$ cat config.mk
export PLATFORM = sky130hd
export DESIGN_NAME = free_to_onehot_arb
export DESIGN_NICKNAME = d
export VERILOG_FILES = /design/src/rtl/free_to_onehot_arb_pkg.sv /design/src/rtl/free_to_onehot_arb_rr_pick.sv /design/src/rtl/free_to_onehot_arb.sv
export SDC_FILE = /design/constraint.sdc
export NUM_CORES = 1
export LEC_CHECK = 0
export ABC_AREA = 0
export BUFFER_PORTS_ARGS = -buffer_cell sky130_fd_sc_hd__buf_4
export CORE_AREA = 2 2 44 46
export CTS_BUF_LIST = sky130_fd_sc_hd__clkbuf_4
export CTS_CLUSTER_DIAMETER = 150
export DETAILED_ROUTE_END_ITERATION = 8
export DIE_AREA = 0 0 46 48
export PLACE_DENSITY_LB_ADDON = 0.08
export SETUP_SLACK_MARGIN = 0.2
export SLEW_MARGIN = 20
export SYNTH_ARGS = -nofsm -noshare
export SYNTH_HDL_FRONTEND = slang
export SYNTH_SLANG_ARGS = --single-unit
$ cat constraint.sdc
create_clock -name clk -period 3.9 [get_ports clk]
set_input_delay 0.585 -clock clk [delete_from_list [all_inputs] [get_ports clk]]
set_output_delay 0.585 -clock clk [all_outputs]
set_load 0.1 [all_outputs]
$ cat src/rtl/free_to_onehot_arb_pkg.sv
// free_to_onehot_arb_pkg: shared arbitration types and helpers.
// Contents: state_t FSM encoding, idx_w() index width, onehot_to_idx() encoder.
package free_to_onehot_arb_pkg;

    typedef enum logic [1:0] {
        IDLE = 2'd0,
        DATA = 2'd1,
        RTZ  = 2'd2
    } state_t;

    // Index width that stays at least one bit wide for any legal N.
    function automatic int idx_w(input int n);
        return ($clog2(n) > 1) ? $clog2(n) : 1;
    endfunction

    // OR-ing the positions of set bits yields the index when the input is one-hot.
    function automatic logic [4:0] onehot_to_idx(input logic [31:0] v);
        logic [4:0] idx;
        idx = '0;
        for (int i = 0; i < 32; i++)
            if (v[i])
                idx = idx | 5'(i);
        return idx;
    endfunction

endpackage

$ cat src/rtl/free_to_onehot_arb_rr_pick.sv
// free_to_onehot_arb_rr_pick: combinational winner selection.
// Ports: req (N request levels), ptr (round-robin start index),
//        gnt (one-hot winner, zero if no request), gnt_idx (winner index).
module free_to_onehot_arb_rr_pick
    import free_to_onehot_arb_pkg::*;
#(
    parameter int N  = 4,
    parameter bit RR = 1'b1
) (
    input  logic [N-1:0]         req,
    input  logic [idx_w(N)-1:0]  ptr,
    output logic [N-1:0]         gnt,
    output logic [idx_w(N)-1:0]  gnt_idx
);
    localparam int W = idx_w(N);

    logic [N-1:0]   mask;
    logic [2*N-1:0] dbl;
    logic [2*N-1:0] low;
    logic [31:0]    g32;

    // Lower half holds requests at or above ptr, upper half the full set, so the
    // lowest set bit of the doubled vector is the first requester after wrap.
    always_comb begin
        mask    = RR ? ~((N'(1) << ptr) - N'(1)) : '1;
        dbl     = {req, req & mask};
        low     = dbl & (-dbl);
        gnt     = low[N-1:0] | low[2*N-1:N];
        g32     = '0;
        g32[N-1:0] = gnt;
        gnt_idx = W'(onehot_to_idx(g32));
    end

endmodule

$ cat src/rtl/free_to_onehot_arb.sv
// free_to_onehot_arb: N four-phase request channels into one N-rail one-hot flow.
// Ports: clk, init_n (async active-low reset), req (channel requests),
//        comp (per-channel completion), onehot (output rails, zero = NULL),
//        onehot_comp (consumer completion), busy (not IDLE),
//        last_grant (index of the most recent winner).
module free_to_onehot_arb
    import free_to_onehot_arb_pkg::*;
#(
    parameter int N  = 4,
    parameter bit RR = 1'b1
) (
    input  logic                 clk,
    input  logic                 init_n,
    input  logic [N-1:0]         req,
    output logic [N-1:0]         comp,
    output logic [N-1:0]         onehot,
    input  logic                 onehot_comp,
    output logic                 busy,
    output logic [idx_w(N)-1:0]  last_grant
);
    localparam int W = idx_w(N);

    state_t         state;
    logic [W-1:0]   ptr;
    logic [N-1:0]   gnt;
    logic [W-1:0]   gnt_idx;

    free_to_onehot_arb_rr_pick #(.N(N), .RR(RR)) u_pick (
        .req     (req),
        .ptr     (ptr),
        .gnt     (gnt),
        .gnt_idx (gnt_idx)
    );

    always_ff @(posedge clk or negedge init_n) begin
        if (!init_n) begin
            state      <= IDLE;
            onehot     <= '0;
            comp       <= '0;
            busy       <= 1'b0;
            last_grant <= '0;
            ptr        <= '0;
        end else begin
            case (state)
                IDLE: if (|req && !onehot_comp) begin
                    onehot     <= gnt;
                    comp       <= gnt;
                    last_grant <= gnt_idx;
                    busy       <= 1'b1;
                    ptr        <= (gnt_idx == W'(N - 1)) ? '0 : gnt_idx + W'(1);
                    state      <= DATA;
                end
                DATA: if (onehot_comp) begin
                    onehot <= '0;
                    state  <= RTZ;
                end
                // comp is one-hot on the winner, so req & comp isolates req[w].
                RTZ: if (!(|(req & comp)) && !onehot_comp) begin
                    comp  <= '0;
                    busy  <= 1'b0;
                    state <= IDLE;
                end
                default: state <= IDLE;
            endcase
        end
    end

endmodule
==> results.yml, run 1 <==
outcome:
  status: "completed"
logic_synthesis:
  synth_top_area_frac: 0.475
  synth_cell_types: 30
  ys_seq_area_frac: 0.475
  syn_area_um2: 790
  post_synth.cell_area_avg_um2: 9.40
  synth_nets: 92
  yosysTopAreaCell: "dfrtp_1"
  postSynthRegisterBits: 15
  synthTopCellsByArea: "dfrtp_1, o21ai_0, nand2_1"
  synthCells: 84
  yosysWarnings: 0
global_route:
  grt_pass1_vias: 601
  grt_overflow: 0
  grtUsageTotal: 0.177
  grt_pass1_wl_um: 2750
  grtUsageMet3: 0.0226
  antenna_found_initial: 0
  grt.busiest_layer: "met1"
  grt_max_degree: 16
  met2_usage: 0.250
  grt_use_met1: 0.266
route:
  wl_per_cell_um: 14.1
  drt_iter0_drc: 4
  drc_errors: 0
  vias_per_cell: 5.92
  drt-pass1-iter-count: 4
  via_count: 704
  ant_nets: 0
  wirelength_um: 1670
clock_network:
  cts_resized: 0
  cts_hold_buf: 0
  cts.path.max_buffers: 2
  cts_buffers: 3
  clkTransAtPathRegs_ns: 0.09
  cts_num_sinks: 15
  h-tree-depth: 1
  cts_setup_buffers: 0
  clk-insertion-delay-late_ns: 0.28
  tritoncts: "built"
  root_buffer: "clkbuf_4"
floorplanning:
  dieArea_um2: 2210
  io_pins: 18
  dieWidth_um: 46
  die_y_um: 48
  start_util: 0.467
  fp.coreArea_um2: 1690
  rows: 15
final_layout:
  seq_area_um2: 375
  diodes: 0
  multi_input_area_um2: 394
  nets: 111
  syn_to_final_growth_pct: 20.6
  stdcell_area_um2: 952
  fillers: 161
  drive_above_1_share: 0.275
placed_design:
  hpwl_um: 1250
  io_buffers: 17
  gp_congestion: 0.782
  placed_area_um2: 922
timing:
  fin_crit_ns: 1.81
  finClkSkew_ns: 0.00106
  finalCritPeriodShare: 0.464
  hold_viol_final: 0
  tightest_slew_ns: 0.429
  rsz0062_at_grt: "false"
  relSlewSlack: 0.713
  drv_slew: 0
  tns_ns: 0
  setup_viol: 0
  timing.fmax_mhz: 552
setup_path:
  crit_path_max_fanout: 13
  startpoint: "req[1]"
  cp_data_required_time_ns: 4.08
  reg2reg_depth: 5
  reg2reg_from: "ptr[1]"
  start_kind: "input port"
  worstSetupPathType: "input port to register"
  crit_arrival_ns: 1.99
  cp-end-kind: "register"
hold_path:
  min_path_type: "input port to async pin"
flow_run:
  cap_violations: 0
## synthesized netlist by cell type
library cell  count
a21bo_2           1
a21boi_0          1
a21oi_1           4
a22oi_1           2
a31o_2            1
a31oi_1           2
and3b_4           1
buf_2             1
buf_4             1
clkbuf_1          1
dfrtp_1          15
ha_1              1
inv_1             1
mux2_4            1
nand2_1          11
nand2b_1          2
nand3_1           6
nand3b_1          4
nand4_1           1
nor2_1            6
nor2b_1           2
nor3_1            1
o211ai_1          2
o21ai_0           9
o21ba_2           1
o221ai_1          1
o22a_1            1
o31ai_1           2
or2_2             1
or4_4             1
## placed cells by master, fill, tap and decap left out, types with 4 or more instances in the layout
master,count
dfrtp_1,15
buf_4,17
nand3_1,6
nor2_1,6
clkbuf_4,4
nand3b_1,4
nand2_1,11
o21ai_0,9
a21oi_1,4
## cell type report
class | count | share of cell area
timing repair buffer | 17 | 0.134
tap | 17 | 0.0223
inverter | 1 | 0.00394
multi-input combinational | 65 | 0.414
sequential | 15 | 0.394
clock buffer | 4 | 0.0315
## cells by family after synthesis
family | share of synthesized area
AO/OA/AOI/OAI | 0.223
adder cells (fa/ha/maj) | 0.0158
buffers and inverters | 0.0253
flip-flops | 0.475
multiplexers | 0.0190
AND/OR/NAND/NOR | 0.241
## worst paths after layout
kind | endpoint | slack, ns
setup / recovery | comp[1] | 2.09
hold / removal | ptr[0] | 0.13
setup reg to reg | ptr[0] | 2.23
hold reg to reg | last_grant[0] | 0.52
max in group asynchronous | state[0] | 3.60
min in group clk | state[0] | 0.48
## metrics by stage
stage	hold slack, ns	setup slack, ns	util	instances
floorplan	0.289	2.16	-	84
global placement	0.451	1.84	0.546	115
detailed placement	0.451	1.80	0.546	115
CTS	0.138	2.11	0.564	119
global route	0.140	2.01	0.564	119
finish	0.131	2.09	0.564	119
## worst max-delay path, stage by stage
cell and delay (ns):
buf_4 0.13, or4_4 0.57, nand3b_1 0.37, nor2_1 0.10, a31o_2 0.23
## flip-flops by register name, summed over array words and instances (netlist names)
name,cells
ptr,2
comp,4
last_grant,2
busy,1
onehot,4
state,2
## metal layers
layer,up-vias,share of wire
met5,-,0
met4,0,0.020
met3,5,0.054
met2,20,0.43
met1,332,0.49
li1,347,-
Power of run 1 is not shown: default switching activity piles up to over one toggle a cycle in this logic, so the estimate is an artifact.
==> run 2: changes to the inputs <==
--- a/config.mk
+++ b/config.mk
@@ -5,13 +5,13 @@
 export SDC_FILE = /design/constraint.sdc
 export NUM_CORES = 1
 export LEC_CHECK = 0
-export ABC_AREA = 0
+export ABC_AREA = 1
 export BUFFER_PORTS_ARGS = -buffer_cell sky130_fd_sc_hd__buf_4
-export CORE_AREA = 2 2 44 46
+export CORE_AREA = 2 2 45 47
 export CTS_BUF_LIST = sky130_fd_sc_hd__clkbuf_4
 export CTS_CLUSTER_DIAMETER = 150
 export DETAILED_ROUTE_END_ITERATION = 8
-export DIE_AREA = 0 0 46 48
+export DIE_AREA = 0 0 47 49
 export PLACE_DENSITY_LB_ADDON = 0.08
 export SETUP_SLACK_MARGIN = 0.2
 export SLEW_MARGIN = 20
==> constraint.sdc (replaced) <==
create_clock -name clk -period 1.45 [get_ports clk]
set_input_delay 0.2175 -clock clk [delete_from_list [all_inputs] [get_ports clk]]
set_output_delay 0.2175 -clock clk [all_outputs]
set_load 0.1 [all_outputs]
==> results.yml, run 2 <==
outcome:
  status: "completed"
timing:
  timing.fmax_mhz: 713
  hold_viol_final: 0
  finClkSkew_ns: 0.00553
  drv_slew: 0
  setup_ws_ns: 0.0472
  relSlewSlack: 0.815
  rsz0062_at_grt: "true"
  finalCritPeriodShare: 0.967
  tns_ns: 0
  tightest_slew_ns: 0.279
  setup_viol: 0
  fin_crit_ns: 1.40
clock_network:
  cts_num_sinks: 15
  clkTransAtPathRegs_ns: 0.10
  clk-insertion-delay-late_ns: 0.29
  cts_buffers: 3
  root_buffer: "clkbuf_4"
  cts.path.max_buffers: 2
  h-tree-depth: 1
  tritoncts: "built"
floorplanning:
  dieArea_um2: 2300
  rows: 16
  start_util: 0.431
  die_y_um: 49
  dieWidth_um: 47
  io_pins: 18
  fp.coreArea_um2: 1840
route:
  drc_errors: 0
  via_count: 768
  vias_per_cell: 4.83
  wl_per_cell_um: 11.9
  drt-pass1-iter-count: 4
  drt_iter0_drc: 5
  wirelength_um: 1890
  ant_nets: 0
setup_path:
  start_kind: "register"
  crit_path_max_incr_delay_ns: 0.41
  crit_arrival_ns: 1.58
  worstSetupPathType: "register to register"
  crit_family: "simple AND/OR/NAND/NOR gates"
  crit_path_max_fanout: 4
  startpoint: "ptr[1]"
  cp-end-kind: "register"
  cp_data_required_time_ns: 1.63
  cp.buffers_inverters: 1
  reg2reg_from: "ptr[1]"
  crit_chain: "inv_2, nand2_2, nand2_4, nor2_2, nor2_2, nand2_1, ha_1, nand2_1, o21ai_1"
  critPathSlowestCell: "dfrtp_1"
placed_design:
  gp_congestion: 0.848
  place_ws_ns: 0.0892
  dp_cells: 148
  io_buffers: 17
  hpwl_um: 1320
logic_synthesis:
  ys_seq_area_frac: 0.472
  yosysTopAreaCell: "dfrtp_1"
  synth_nets: 113
  ys_async_sr_fraction: 1.00
  synthTopCellsByArea: "dfrtp_1, nand2_1, nand3_1"
  postSynthRegisterBits: 15
  synth_edf_count: 0
  syn_area_um2: 795
  synth_cell_types: 16
  synthCells: 105
  ys.flop_type: "dfrtp_1"
  synth_top_area_frac: 0.472
  yosysMostFrequentCell: "nand2_1"
  synth_common_cells: "nand2_1, dfrtp_1, nand3_1, inv_1, nor2_1"
  post_synth.cell_area_avg_um2: 7.57
  yosysWarnings: 0
final_layout:
  syn_to_final_growth_pct: 35.9
  fillers: 193
  diodes: 0
  instances_no_fill: 159
  layout_commonest_cell: "nand2_1"
  nets: 141
  final_util: 0.586
  largestRegisters: "comp (4), onehot (4)"
  drive_above_1_share: 0.356
  final_cell_mix: "nand2_1, buf_4, nand3_1, dfrtp_1, inv_1"
flow_run:
  cap_violations: 0
global_route:
  grt_pass1_wl_um: 3130
  grt_overflow: 0
  antenna_found_initial: 0
  grt_pass1_vias: 712
  grtUsageTotal: 0.183
  grt_max_degree: 16
hold_path:
  hold_start: "onehot_comp"
  min_path_type: "input port to register"
run 2: cell types whose count changed after synthesis, sizes merged, moves of 3 or more:
cell,delta
nand2,+33
inv,+10
nand3,+10
nor2,+7
o21ai,-7
nand3b,-4
a21oi,-3
run 2: routing by layer:
metal	up-vias	global-route usage	wire (µm)
li1	381	-	-
met1	362	0.264	907
met2	21	0.285	869
met3	4	0.0259	88
met4	0	0.0417	23
met5	-	0	0
run 2: path summary, 6_finish.rpt:
path                                       to  slack [ns]  cells past startpoint
min in group asynchronous       last_grant[0]        0.32                      2
worst max register to register         ptr[1]        0.05                      9
worst min register to register           busy        0.49                      2
worst min-delay path                 state[0]        0.22                      4
max in group asynchronous             comp[3]        0.93                      2
worst max-delay path                   ptr[1]        0.05                      9
run 2: timing repair:
action                     CTS  global route
hold buffers                 1             0
setup endpoints to repair    2            15
pin swaps                    0             1
resized for setup            2             7
setup buffers                1             4
hold endpoints to repair    15             0
cloned                       0             1
run 2: final cells by class:
type	instances	area, µm²	share of cell area
timing repair buffer	23	183	0.169
clock buffer	3	22.5	0.0209
sequential	15	385	0.357
clock inverter	1	5.00	0.00463
multi-input combinational	79	407	0.377
tap	27	33.8	0.0313
inverter	11	43.8	0.0406
run 2: cells by family (layout without fill, tap and decap cells):
kind of cell	count (synthesis)	after routing	synth area share
adders and majority gates	1	1	0.0157
buffers and inverters	12	38	0.0740
AOI/OAI and AO/OA	4	4	0.0268
DFF	15	15	0.472
and+or+nand+nor	73	74	0.411
run 2: tightest hold or removal path, cell delays in order:
cell and delay [ns]:
buf_4 0.11, inv_1 0.05, nand2_1 0.06, nand2_1 0.04
run 2: per-stage QoR:
stage	hold slack (ns)	instance area, µm²
6_report	0.222	1080
5_1_grt	0.245	1080
4_1_cts	0.196	1010
3_5_place_dp	0.0820	958
3_3_place_gp	0.0810	958
2_1_floorplan	-0.0781	812
Power of run 2 is left out for the same reason.
